[config.mk]
export PLATFORM = sky130hd
export DESIGN_NAME = fetch_sequencer
export DESIGN_NICKNAME = d
export VERILOG_FILES = /design/src/rtl/fetch_sequencer_pkg.sv /design/src/rtl/fetch_sequencer_prog_counter.sv /design/src/rtl/fetch_sequencer.sv
export SDC_FILE = /design/constraint.sdc
export NUM_CORES = 1
export LEC_CHECK = 0
export CORE_ASPECT_RATIO = 1.25
export CORE_MARGIN = 1
export CORE_UTILIZATION = 30
export CTS_BUF_LIST = sky130_fd_sc_hd__clkbuf_4 sky130_fd_sc_hd__clkbuf_8
export DETAILED_ROUTE_END_ITERATION = 10
export SLEW_MARGIN = 10
export SYNTH_ARGS = -nofsm -noshare
export SYNTH_HDL_FRONTEND = slang
export SYNTH_SLANG_ARGS = --single-unit
export TNS_END_PERCENT = 50
[constraint.sdc]
create_clock -name Clk -period 5.8 [get_ports Clk]
set_input_delay 0.87 -clock Clk [delete_from_list [all_inputs] [get_ports Clk]]
set_output_delay 0.87 -clock Clk [all_outputs]
set_load 0.005 [all_outputs]
[src/rtl/fetch_sequencer_pkg.sv]
// Definitions shared by the fetch sequencer and the control decoder.
package fetch_sequencer_pkg;

    typedef enum logic [1:0] {
        SEQ_IDLE = 2'b00,
        SEQ_RUN  = 2'b01,
        SEQ_DONE = 2'b10
    } seq_state_t;

    // Decode modes; the decoder's NextState selects among these.
    localparam logic [1:0] MODE_REG = 2'b00;
    localparam logic [1:0] MODE_TGT = 2'b01;
    localparam logic [1:0] MODE_IMM = 2'b10;
    localparam logic [1:0] MODE_NOP = 2'b11;

endpackage

[src/rtl/fetch_sequencer_prog_counter.sv]
// Program counter: clear has priority over load, load over increment.
// Incrementing from all-ones wraps to zero and sets the sticky overrun flag.
module prog_counter #(
    parameter int              PC_W     = 9,
    parameter logic [PC_W-1:0] START_PC = '0
) (
    input  logic            i_clk,
    input  logic            i_rst,
    input  logic            i_clear,
    input  logic            i_load,
    input  logic            i_inc,
    input  logic [PC_W-1:0] i_load_val,
    output logic [PC_W-1:0] o_pc,
    output logic            o_overrun
);

    logic [PC_W-1:0] r_pc;
    logic            r_overrun;

    always_ff @(posedge i_clk or posedge i_rst) begin
        if (i_rst) begin
            r_pc      <= START_PC;
            r_overrun <= 1'b0;
        end else if (i_clear) begin
            r_pc      <= START_PC;
            r_overrun <= 1'b0;
        end else if (i_load) begin
            r_pc <= i_load_val;
        end else if (i_inc) begin
            r_pc <= r_pc + PC_W'(1);
            if (&r_pc) begin
                r_overrun <= 1'b1;
            end
        end
    end

    assign o_pc      = r_pc;
    assign o_overrun = r_overrun;

endmodule

[src/rtl/fetch_sequencer.sv]
// Sequential fetch state feeding the control decoder: PC, decode mode, previous
// word, compare flags, and the Start/Done program handshake.
module fetch_sequencer
    import fetch_sequencer_pkg::*;
#(
    parameter int              PC_W     = 9,
    parameter int              CYC_W    = 16,
    parameter logic [PC_W-1:0] START_PC = '0
) (
    input  logic             Clk,
    input  logic             Reset,
    input  logic             Start,
    input  logic [8:0]       InstrIn,
    output logic [PC_W-1:0]  ProgCtr,
    output logic [8:0]       Instruction,
    output logic [8:0]       PrevInstruction,
    output logic [1:0]       CurrState,
    output logic [2:0]       CMPBits,
    input  logic             BranchEn,
    input  logic [8:0]       BranchTarget,
    input  logic [1:0]       NextState,
    input  logic [8:0]       PrevInstructionOut,
    input  logic             CMPLoadEn,
    input  logic [2:0]       CMPBitsIn,
    input  logic             DecAck,
    output logic             Done,
    output logic [CYC_W-1:0] CycleCount,
    output logic             Overrun
);

    seq_state_t       r_state;
    logic [1:0]       r_curr_state;
    logic [8:0]       r_prev_instr;
    logic [2:0]       r_cmp_bits;
    logic             r_done;
    logic [CYC_W-1:0] r_cycle_count;

    logic             w_run;
    logic             w_advance;
    logic [PC_W-1:0]  w_branch_pc;

    assign w_run       = (r_state == SEQ_RUN);
    // DecAck and Start both override normal advancement, including a pending branch.
    assign w_advance   = w_run && !Start && !DecAck;
    assign w_branch_pc = PC_W'(BranchTarget);

    prog_counter #(
        .PC_W     (PC_W),
        .START_PC (START_PC)
    ) u_prog_counter (
        .i_clk      (Clk),
        .i_rst      (Reset),
        .i_clear    (Start),
        .i_load     (w_advance && BranchEn),
        .i_inc      (w_advance && !BranchEn),
        .i_load_val (w_branch_pc),
        .o_pc       (ProgCtr),
        .o_overrun  (Overrun)
    );

    always_ff @(posedge Clk or posedge Reset) begin
        if (Reset) begin
            r_state <= SEQ_IDLE;
        end else begin
            case (r_state)
                SEQ_IDLE: if (!Start) r_state <= SEQ_RUN;
                SEQ_RUN: begin
                    if (Start)       r_state <= SEQ_IDLE;
                    else if (DecAck) r_state <= SEQ_DONE;
                end
                SEQ_DONE: if (Start) r_state <= SEQ_IDLE;
                default:  r_state <= SEQ_IDLE;
            endcase
        end
    end

    always_ff @(posedge Clk or posedge Reset) begin
        if (Reset) begin
            r_curr_state  <= MODE_REG;
            r_prev_instr  <= 9'b0;
            r_cmp_bits    <= 3'b0;
            r_done        <= 1'b0;
            r_cycle_count <= '0;
        end else if (Start) begin
            r_curr_state  <= MODE_REG;
            r_prev_instr  <= 9'b0;
            r_cmp_bits    <= 3'b0;
            r_done        <= 1'b0;
            r_cycle_count <= '0;
        end else if (w_run && DecAck) begin
            r_done <= 1'b1;
        end else if (w_advance) begin
            r_curr_state <= NextState;
            r_prev_instr <= PrevInstructionOut;
            if (CMPLoadEn) begin
                r_cmp_bits <= CMPBitsIn;
            end
            if (~&r_cycle_count) begin
                r_cycle_count <= r_cycle_count + CYC_W'(1);
            end
        end
    end

    // Outside RUN the decoder sees a NOP so it cannot cause side effects.
    assign Instruction     = w_run ? InstrIn : 9'b0;
    assign CurrState       = r_curr_state;
    assign PrevInstruction = r_prev_instr;
    assign CMPBits         = r_cmp_bits;
    assign Done            = r_done;
    assign CycleCount      = r_cycle_count;

endmodule

==> metrics.txt, run 1 <==
Setup crit start kind=primary input; worst-skew pair later-pin latency=0.30 ns; max-slew violation count=0; #FFs+latches synth=43; Most used DFF post-synth=dfrtp_1; FF-to-FF End=CycleCount[8]; Logic pwr share=16.3%; initial DRC count=144; Area contributors post-synth=dfrtp_1, nand2_1, a21oi_1, nor2_1, nand3_1; Clk pwr share=32.9%; ant diodes=0; Synth Warn #=0; setup bufs post-CTS=0; R2R depth=5; crit path max fanout=1; minimum clock period=2.81 ns; most common cell after layout, fill and taps aside=clkdlybuf4s50_1; worst rel slew slack=38.9%; share of power burned in registers=50.8%; Final setup viols=0; FILL cells=706; Detailed Place HPWL=4180 µm; Distinct cells, synth=43; max frequency=0.356 GHz; first-pass GRT wire length=10100 µm; Sw Ratio=25.1%; Crit. End Element=output port; clk root buf=clkbuf_8; ys async rst share=100%; DRC Markers=0; most frequent cells in the layout=clkdlybuf4s50_1, dfrtp_1, nand2_1; DRT Pass-1 Iters=4; PD cells=191 mW/mm²; Num CTS Buffers=5; initial core utilization=31.6%; die area=0.00784 mm²; RePlAce Congestion=0.763; Max Clock Skew=0.0127 ns; io pins=88; wire length per cell=14.2 µm; Yosys top cell by area=dfrtp_1; Setup TNS=0 ns; final worst path period share=48.5%; Die X=79.4 µm; RSZ-0062 raised after global routing=false; post-DR vias/cell=5.07; htree depth=2; Leak=1.29 nW; Post-synth EDFFs=0; R2R setup slack=3.58 ns; total track usage=16.3%; vias in the first global route=2137; layout cell share with drive strength beyond 1=4.78%; Area Growth Syn to Fin=46.0%; Clock Pin Slew Worst Setup and Hold Paths=0.07 ns; largest net degree at the start of global routing=49; dpl cells=417; worst min path class=flip-flop to flip-flop; Final Hold Viols=0; final-stage net count=375; Crit Reg-Reg Startpoint=CycleCount[0]; CTS tree=yes; clk sinks=43; Congestion Overflow GR=0; initial antenna violation count=0; Post-Place Cell Area=0.00318 mm²; DR vias=2155; Crit path required time=4.93 ns; Worst Max-Slew Pin Slew=0.915 ns; hold_buf cts=0; arrival time at the worst endpoint=1.94 ns; cell area after layout=0.00328 mm²; Die H=98.7 µm; Post-Layout Cell Count=425; PortBufs=87; syn nets=295; crit path kind=primary input to output port; CP startpoint=InstrIn[5]; share of the synthesized area in the top cell type=47.9%; Mapped Cells=254; syn avg cell area=8.84 µm²; sw power=0.000157 W; Critical Path Sink=Instruction[5]; Final ANT Viol Nets=0; sequential fraction of the synthesis area=47.9%; max-cap check violation count=0; Max Buffers Root-to-Sink=2; Cells on Worst Hold Path=2; core footprint=0.00710 mm²; Rows=34; Int Pwr=0.000470 W; wirelength, routed=6050 µm; status=finished clean; cts repair resizes=0; maximum vdd ir drop=0.106 mV; Post-Syn Area=0.00225 mm²
==> through the flow <==
step,utilization [%],power (W),hold slack [ns],worst slack (ns)
after detailed placement,44.8,0.000429,0.482,2.72
after floorplan,-,0.000366,0.470,3.73
after global routing,46.1,0.000659,0.532,2.89
after CTS,46.1,0.000636,0.501,2.98
after global placement,44.8,0.000428,0.481,2.80
final,46.1,0.000627,0.496,2.99
==> power groups by stage <==
stage | combinational, W | sequential (W) | clock, W
after floorplan | 0.0000429 | 0.000323 | 0
after global placement | 0.000104 | 0.000324 | 0
after detailed placement | 0.000104 | 0.000325 | 0
after CTS | 0.000104 | 0.000319 | 0.000212
after global routing | 0.000114 | 0.000321 | 0.000224
final | 0.000102 | 0.000319 | 0.000206
==> synthesized netlist by cell type, types with 3 or more instances <==
master,instances
a211oi_1,3
a21oi_1,30
a31oi_1,6
and2_1,9
clkbuf_1,13
dfrtp_1,43
ha_1,3
inv_1,4
mux2i_1,5
nand2_1,41
nand3_1,14
nand4_1,3
nor2_1,20
nor2b_1,4
nor3_1,7
nor4_1,5
o21ai_0,6
o31ai_1,3
xnor2_1,5
==> layout make-up <==
type / count / area (µm²) / share of cell area (%)
tap: 90 / 113 / 3.44
multi-input combinational: 192 / 1100 / 33.6
clock buffer: 7 / 90.1 / 2.75
timing repair buffer: 88 / 873 / 26.6
sequential: 43 / 1080 / 32.8
clock inverter: 1 / 8.76 / 0.267
inverter: 4 / 15.0 / 0.458
==> logic make-up after synthesis <==
logic type / share of synthesized area [%]
buf+inv: 3.23
xor+xnor: 2.34
mux: 2.23
flops: 47.9
simple gates: 25.9
compound gates: 16.7
fa+ha+maj: 1.67
==> metal layers <==
metal	GRT usage, %	routed length, µm
met4	5.45	95
met5	0	0
met3	4.72	396
met2	28.2	3070
met1	19.1	2480
==> worst min path at each step <==
stage,startpoint,to,slack (ns)
2_1_floorplan,r_state[1],r_state[0],0.47
3_3_place_gp,u_prog_counter.o_overrun,u_prog_counter.o_overrun,0.48
3_5_place_dp,Done,Done,0.48
4_1_cts,Done,Done,0.50
5_1_grt,u_prog_counter.o_overrun,u_prog_counter.o_overrun,0.53
6_report,Done,Done,0.50
==> sequential cells by signal, summed over array words and instances (netlist names) <==
name / flops
CMPBits: 3
CurrState: 2
CycleCount: 16
Done: 1
PrevInstruction: 9
r_state: 2
u_prog_counter.o_overrun: 1
u_prog_counter.o_pc: 9
==> critical path, cell delays in order <==
cell and delay (ns):
clkdlybuf4s50_1 0.45, and2_1 0.12, clkdlybuf4s50_1 0.50
No activity file was read; power rests on OpenSTA's default activity.
==> run 2: changes to the inputs <==
==> constraint.sdc (replaced) <==
create_clock -name Clk -period 2.95 [get_ports Clk]
set_input_delay 0.4425 -clock Clk [delete_from_list [all_inputs] [get_ports Clk]]
set_output_delay 0.4425 -clock Clk [all_outputs]
set_load 0.005 [all_outputs]
==> metrics.txt, run 2 (synthesis results as in run 1) <==
Detailed Place HPWL=4250 µm; RSZ-0062 raised after global routing=false; Max Buffers Root-to-Sink=2; Setup TNS=0 ns; worst min path class=flip-flop to flip-flop; max-slew violation count=0; Setup crit start kind=flip-flop; PortBufs=87; worst rel slew slack=39.6%; Worst Max-Slew Pin Slew=0.905 ns; Final ANT Viol Nets=0; setup bufs post-CTS=0; clk sinks=43; vias in the first global route=1988; max frequency=0.426 GHz; Worst path max stage delay=0.50 ns; critical-path cell list=nor2b_1 > and2_1 > clkdlybuf4s50_1; largest net degree at the start of global routing=44; most common cell after layout, fill and taps aside=clkdlybuf4s50_1; arrival time at the worst endpoint=1.91 ns; Die X=79.4 µm; htree depth=2; Crit. End Element=output port; DRC Markers=0; max reg flops=16; initial core utilization=31.6%; CP max stage cell=clkdlybuf4s50_1; Finished Core Util=46.9%; final-stage net count=377; pre-CTS setup slack=0.672 ns; FILL cells=693; Max Clock Skew=0.00235 ns; Area Growth Syn to Fin=48.3%; minimum clock period=2.35 ns; ant diodes=0; hold_buf cts=0; worst-skew pair later-pin latency=0.30 ns; Final Hold Viols=0; max-cap check violation count=0; RePlAce Congestion=0.788; Rows=34; Num CTS Buffers=5; initial antenna violation count=0; status=finished clean; crit path max fanout=11; cell family with most CP delay=simple AND/OR/NAND/NOR gates; Leak=1.32 nW; PD cells=416 mW/mm²; Power Total=0.00139 W; maximum vdd ir drop=0.222 mV; total track usage=15.8%; Die H=98.7 µm; io pins=88; first-pass GRT wire length=9630 µm; DRT Pass-1 Iters=5; clk root buf=clkbuf_8; CTS tree=yes; Congestion Overflow GR=0; post-DR vias/cell=5.13; CP bufs+invs=1; Crit path required time=2.51 ns; die area=0.00784 mm²; layout cell share with drive strength beyond 1=5.34%; core footprint=0.00710 mm²; final worst path period share=79.6%; Hold Slack=0.501 ns; most frequent cells in the layout=clkdlybuf4s50_1, dfrtp_1, nand2_1; wire length per cell=14.4 µm; initial DRC count=130; final setup margin=0.601 ns; Final setup viols=0; wirelength, routed=6150 µm; DR vias=2190; cts repair resizes=0; crit path kind=flip-flop to output port; Clock Pin Slew Worst Setup and Hold Paths=0.08 ns
==> run 2: report_power, final <==
part	internal [W]	switching [W]	total, W
Sequential	0.000608	0.0000185	0.000626
Clock	0.000338	0.000219	0.000557
Combinational	0.000117	0.0000868	0.000203
==> run 2: cell type report <==
class                           count  area [µm²]  area share (%)
Sequential cell                    43        1080            32.3
Clock buffer                        5        68.8            2.07
Multi-Input combinational cell    192        1100            33.1
Tap cell                           90         113            3.38
Inverter                            4        15.0           0.451
Clock inverter                      3        67.6            2.03
Timing Repair Buffer               90         888            26.7
==> run 2: stage by stage <==
stage,std cells,cell area (µm²)
6_report,427,3330
5_1_grt,427,3330
4_1_cts,427,3330
3_5_place_dp,419,3190
3_3_place_gp,419,3190
2_1_floorplan,254,2250
==> run 2: worst paths after layout <==
kind / from / to / slack (ns) / depth (start not counted)
max reg2reg: CycleCount[0] / CycleCount[8] / 0.77 / 5
min in group asynchronous: Reset / PrevInstruction[3] / 0.65 / 2
max in group asynchronous: Reset / CycleCount[13] / 1.72 / 2
max: r_state[0] / Instruction[3] / 0.60 / 3
min reg2reg: u_prog_counter.o_overrun / u_prog_counter.o_overrun / 0.50 / 2
min: u_prog_counter.o_overrun / u_prog_counter.o_overrun / 0.50 / 2
==> run 2: layer usage <==
layer	wire (µm)	up-vias	GRT usage, %
li1	-	1056	-
met1	2570	1029	19.2
met2	2990	91	25.7
met3	424	14	4.17
met4	166	0	7.41
met5	0	-	0
==> run 2: tightest hold or removal path, cell delays in order (launching register included) <==
cell and delay, ns:
dfrtp_1 0.35, a21oi_1 0.04, nor2_1 0.07
==> run 3: changes to the inputs <==
==> constraint.sdc (replaced) <==
create_clock -name Clk -period 1.9 [get_ports Clk]
set_input_delay 0.285 -clock Clk [delete_from_list [all_inputs] [get_ports Clk]]
set_output_delay 0.285 -clock Clk [all_outputs]
set_load 0.005 [all_outputs]
==> metrics.txt, run 3 (synthesis results as in run 1) <==
io pins=88; Area Growth Syn to Fin=59.2%; R2R depth=5; largest net degree at the start of global routing=27; Rows=34; wirelength, routed=6270 µm; final-stage net count=406; Post-Layout Cell Count=456; clk sinks=43; htree depth=2; maximum vdd ir drop=0.251 mV; Crit path required time=2.11 ns; Setup crit start kind=flip-flop; worst min path class=primary input to async pin; max-cap check violation count=0; Detailed Place HPWL=4710 µm; crit path kind=flip-flop to flip-flop; ant diodes=0; Worst Max-Slew Pin Slew=0.446 ns; initial core utilization=31.6%; Final ANT Viol Nets=0; minimum clock period=1.76 ns; Finished Core Util=50.3%; max reg flops=16; total track usage=17.2%; max-slew violation count=0; arrival time at the worst endpoint=1.97 ns; crit path max fanout=5; Final Hold Viols=0; RePlAce Congestion=0.814; final worst path period share=92.7%; Setup TNS=0 ns; Final setup viols=0; PD cells=539 mW/mm²; CTS tree=yes; worst-skew pair later-pin latency=0.30 ns; vias in the first global route=2237; RSZ-0062 raised after global routing=false; Leak=1.60 nW; dpl cells=445; first-pass GRT wire length=10600 µm; initial DRC count=66; most frequent cells in the layout=clkdlybuf4s50_1, dfrtp_1, nand2_1; initial antenna violation count=0; layout cell share with drive strength beyond 1=14.5%; clk root buf=clkbuf_8; Congestion Overflow GR=0; PortBufs=87; FF-to-FF End=CycleCount[8]; worst rel slew slack=70.3%; DRT Pass-1 Iters=4; Max Clock Skew=0.00755 ns; status=finished clean; Die X=79.4 µm; Hold Slack=0.298 ns; core footprint=0.00710 mm²; Clock Pin Slew Worst Setup and Hold Paths=0.08 ns; max frequency=0.568 GHz; R2R setup slack=0.14 ns; most common cell after layout, fill and taps aside=clkdlybuf4s50_1; DR vias=2273; DRC Markers=0; Max Buffers Root-to-Sink=2; post-DR vias/cell=4.98; die area=0.00784 mm²; Crit Reg-Reg Startpoint=CycleCount[1]; hold_buf cts=0; wire length per cell=13.7 µm; Num CTS Buffers=5; Crit. End Element=flip-flop; Die H=98.7 µm
## run 3: cell count changes in the layout (fill, tap and decap cells not counted), moves of 2 or more
| cell | change |
|---|---|
| clkdlybuf4s50_1 | -9 |
| clkbuf_4 | +2 |
| bufinv_16 | -2 |
| dlymetal6s2s_1 | +9 |
| buf_4 | +28 |
## run 3: layout make-up
| type | instances | area (µm²) |
|---|---|---|
| Clock buffer | 7 | 83.8 |
| Inverter | 4 | 15.0 |
| Multi-Input combinational cell | 192 | 1140 |
| Tap cell | 90 | 113 |
| Sequential cell | 43 | 1080 |
| Timing Repair Buffer | 119 | 1140 |
| Clock inverter | 1 | 5.00 |
| Fill cell | 697 | 3530 |
## run 3: how the worst max path moves through the flow
stage,to,depth (start not counted),start
after floorplan,CycleCount[8],6,CycleCount[0]
after global placement,u_prog_counter.o_pc[0],5,DecAck
after detailed placement,u_prog_counter.o_pc[0],5,DecAck
after CTS,Instruction[6],4,r_state[1]
after global routing,u_prog_counter.o_pc[8],7,u_prog_counter.o_pc[1]
final,CycleCount[8],5,CycleCount[1]
## run 3: repair_timing
action | in CTS | in global routing
gates cloned | 0 | 0
resized for setup | 0 | 14
endpoints found under the hold margin | 0 | 0
endpoints found under the setup margin | 9 | 16
setup buffers | 2 | 1
## run 3: critical path, cell delays in order, from the launching register on
cell and delay, ns:
dfrtp_1 0.40, ha_4 0.17, nand4_4 0.10, or4_4 0.57, and2_4 0.19, a311oi_2 0.24
## run 3: report_power, final
part | internal (W) | switching [W] | leakage (nW) | total (W)
Combinational | 0.000209 | 0.000148 | 0.957 | 0.000357
Sequential | 0.000943 | 0.0000238 | 0.592 | 0.000967
Clock | 0.000287 | 0.000315 | 0.0491 | 0.000602
## run 3: through the flow
stage | area [µm²] | setup WS (ns) | total power, W
2_1_floorplan | 2270 | 0.0156 | 0.00112
3_3_place_gp | 3420 | -0.128 | 0.00134
3_5_place_dp | 3420 | -0.139 | 0.00134
4_1_cts | 3530 | 0.0311 | 0.00196
5_1_grt | 3580 | 0.0464 | 0.00203
6_report | 3580 | 0.138 | 0.00193
## run 3: routing by layer
| layer | share of wire (%) | up-vias | global-route usage (%) |
|---|---|---|---|
| met1 | 43 | 1077 | 22.1 |
| met3 | 4.8 | 6 | 3.15 |
| met2 | 51 | 70 | 29.1 |
| met5 | 0 | - | 0 |
| met4 | 1.1 | 0 | 4.76 |
| li1 | - | 1120 | - |
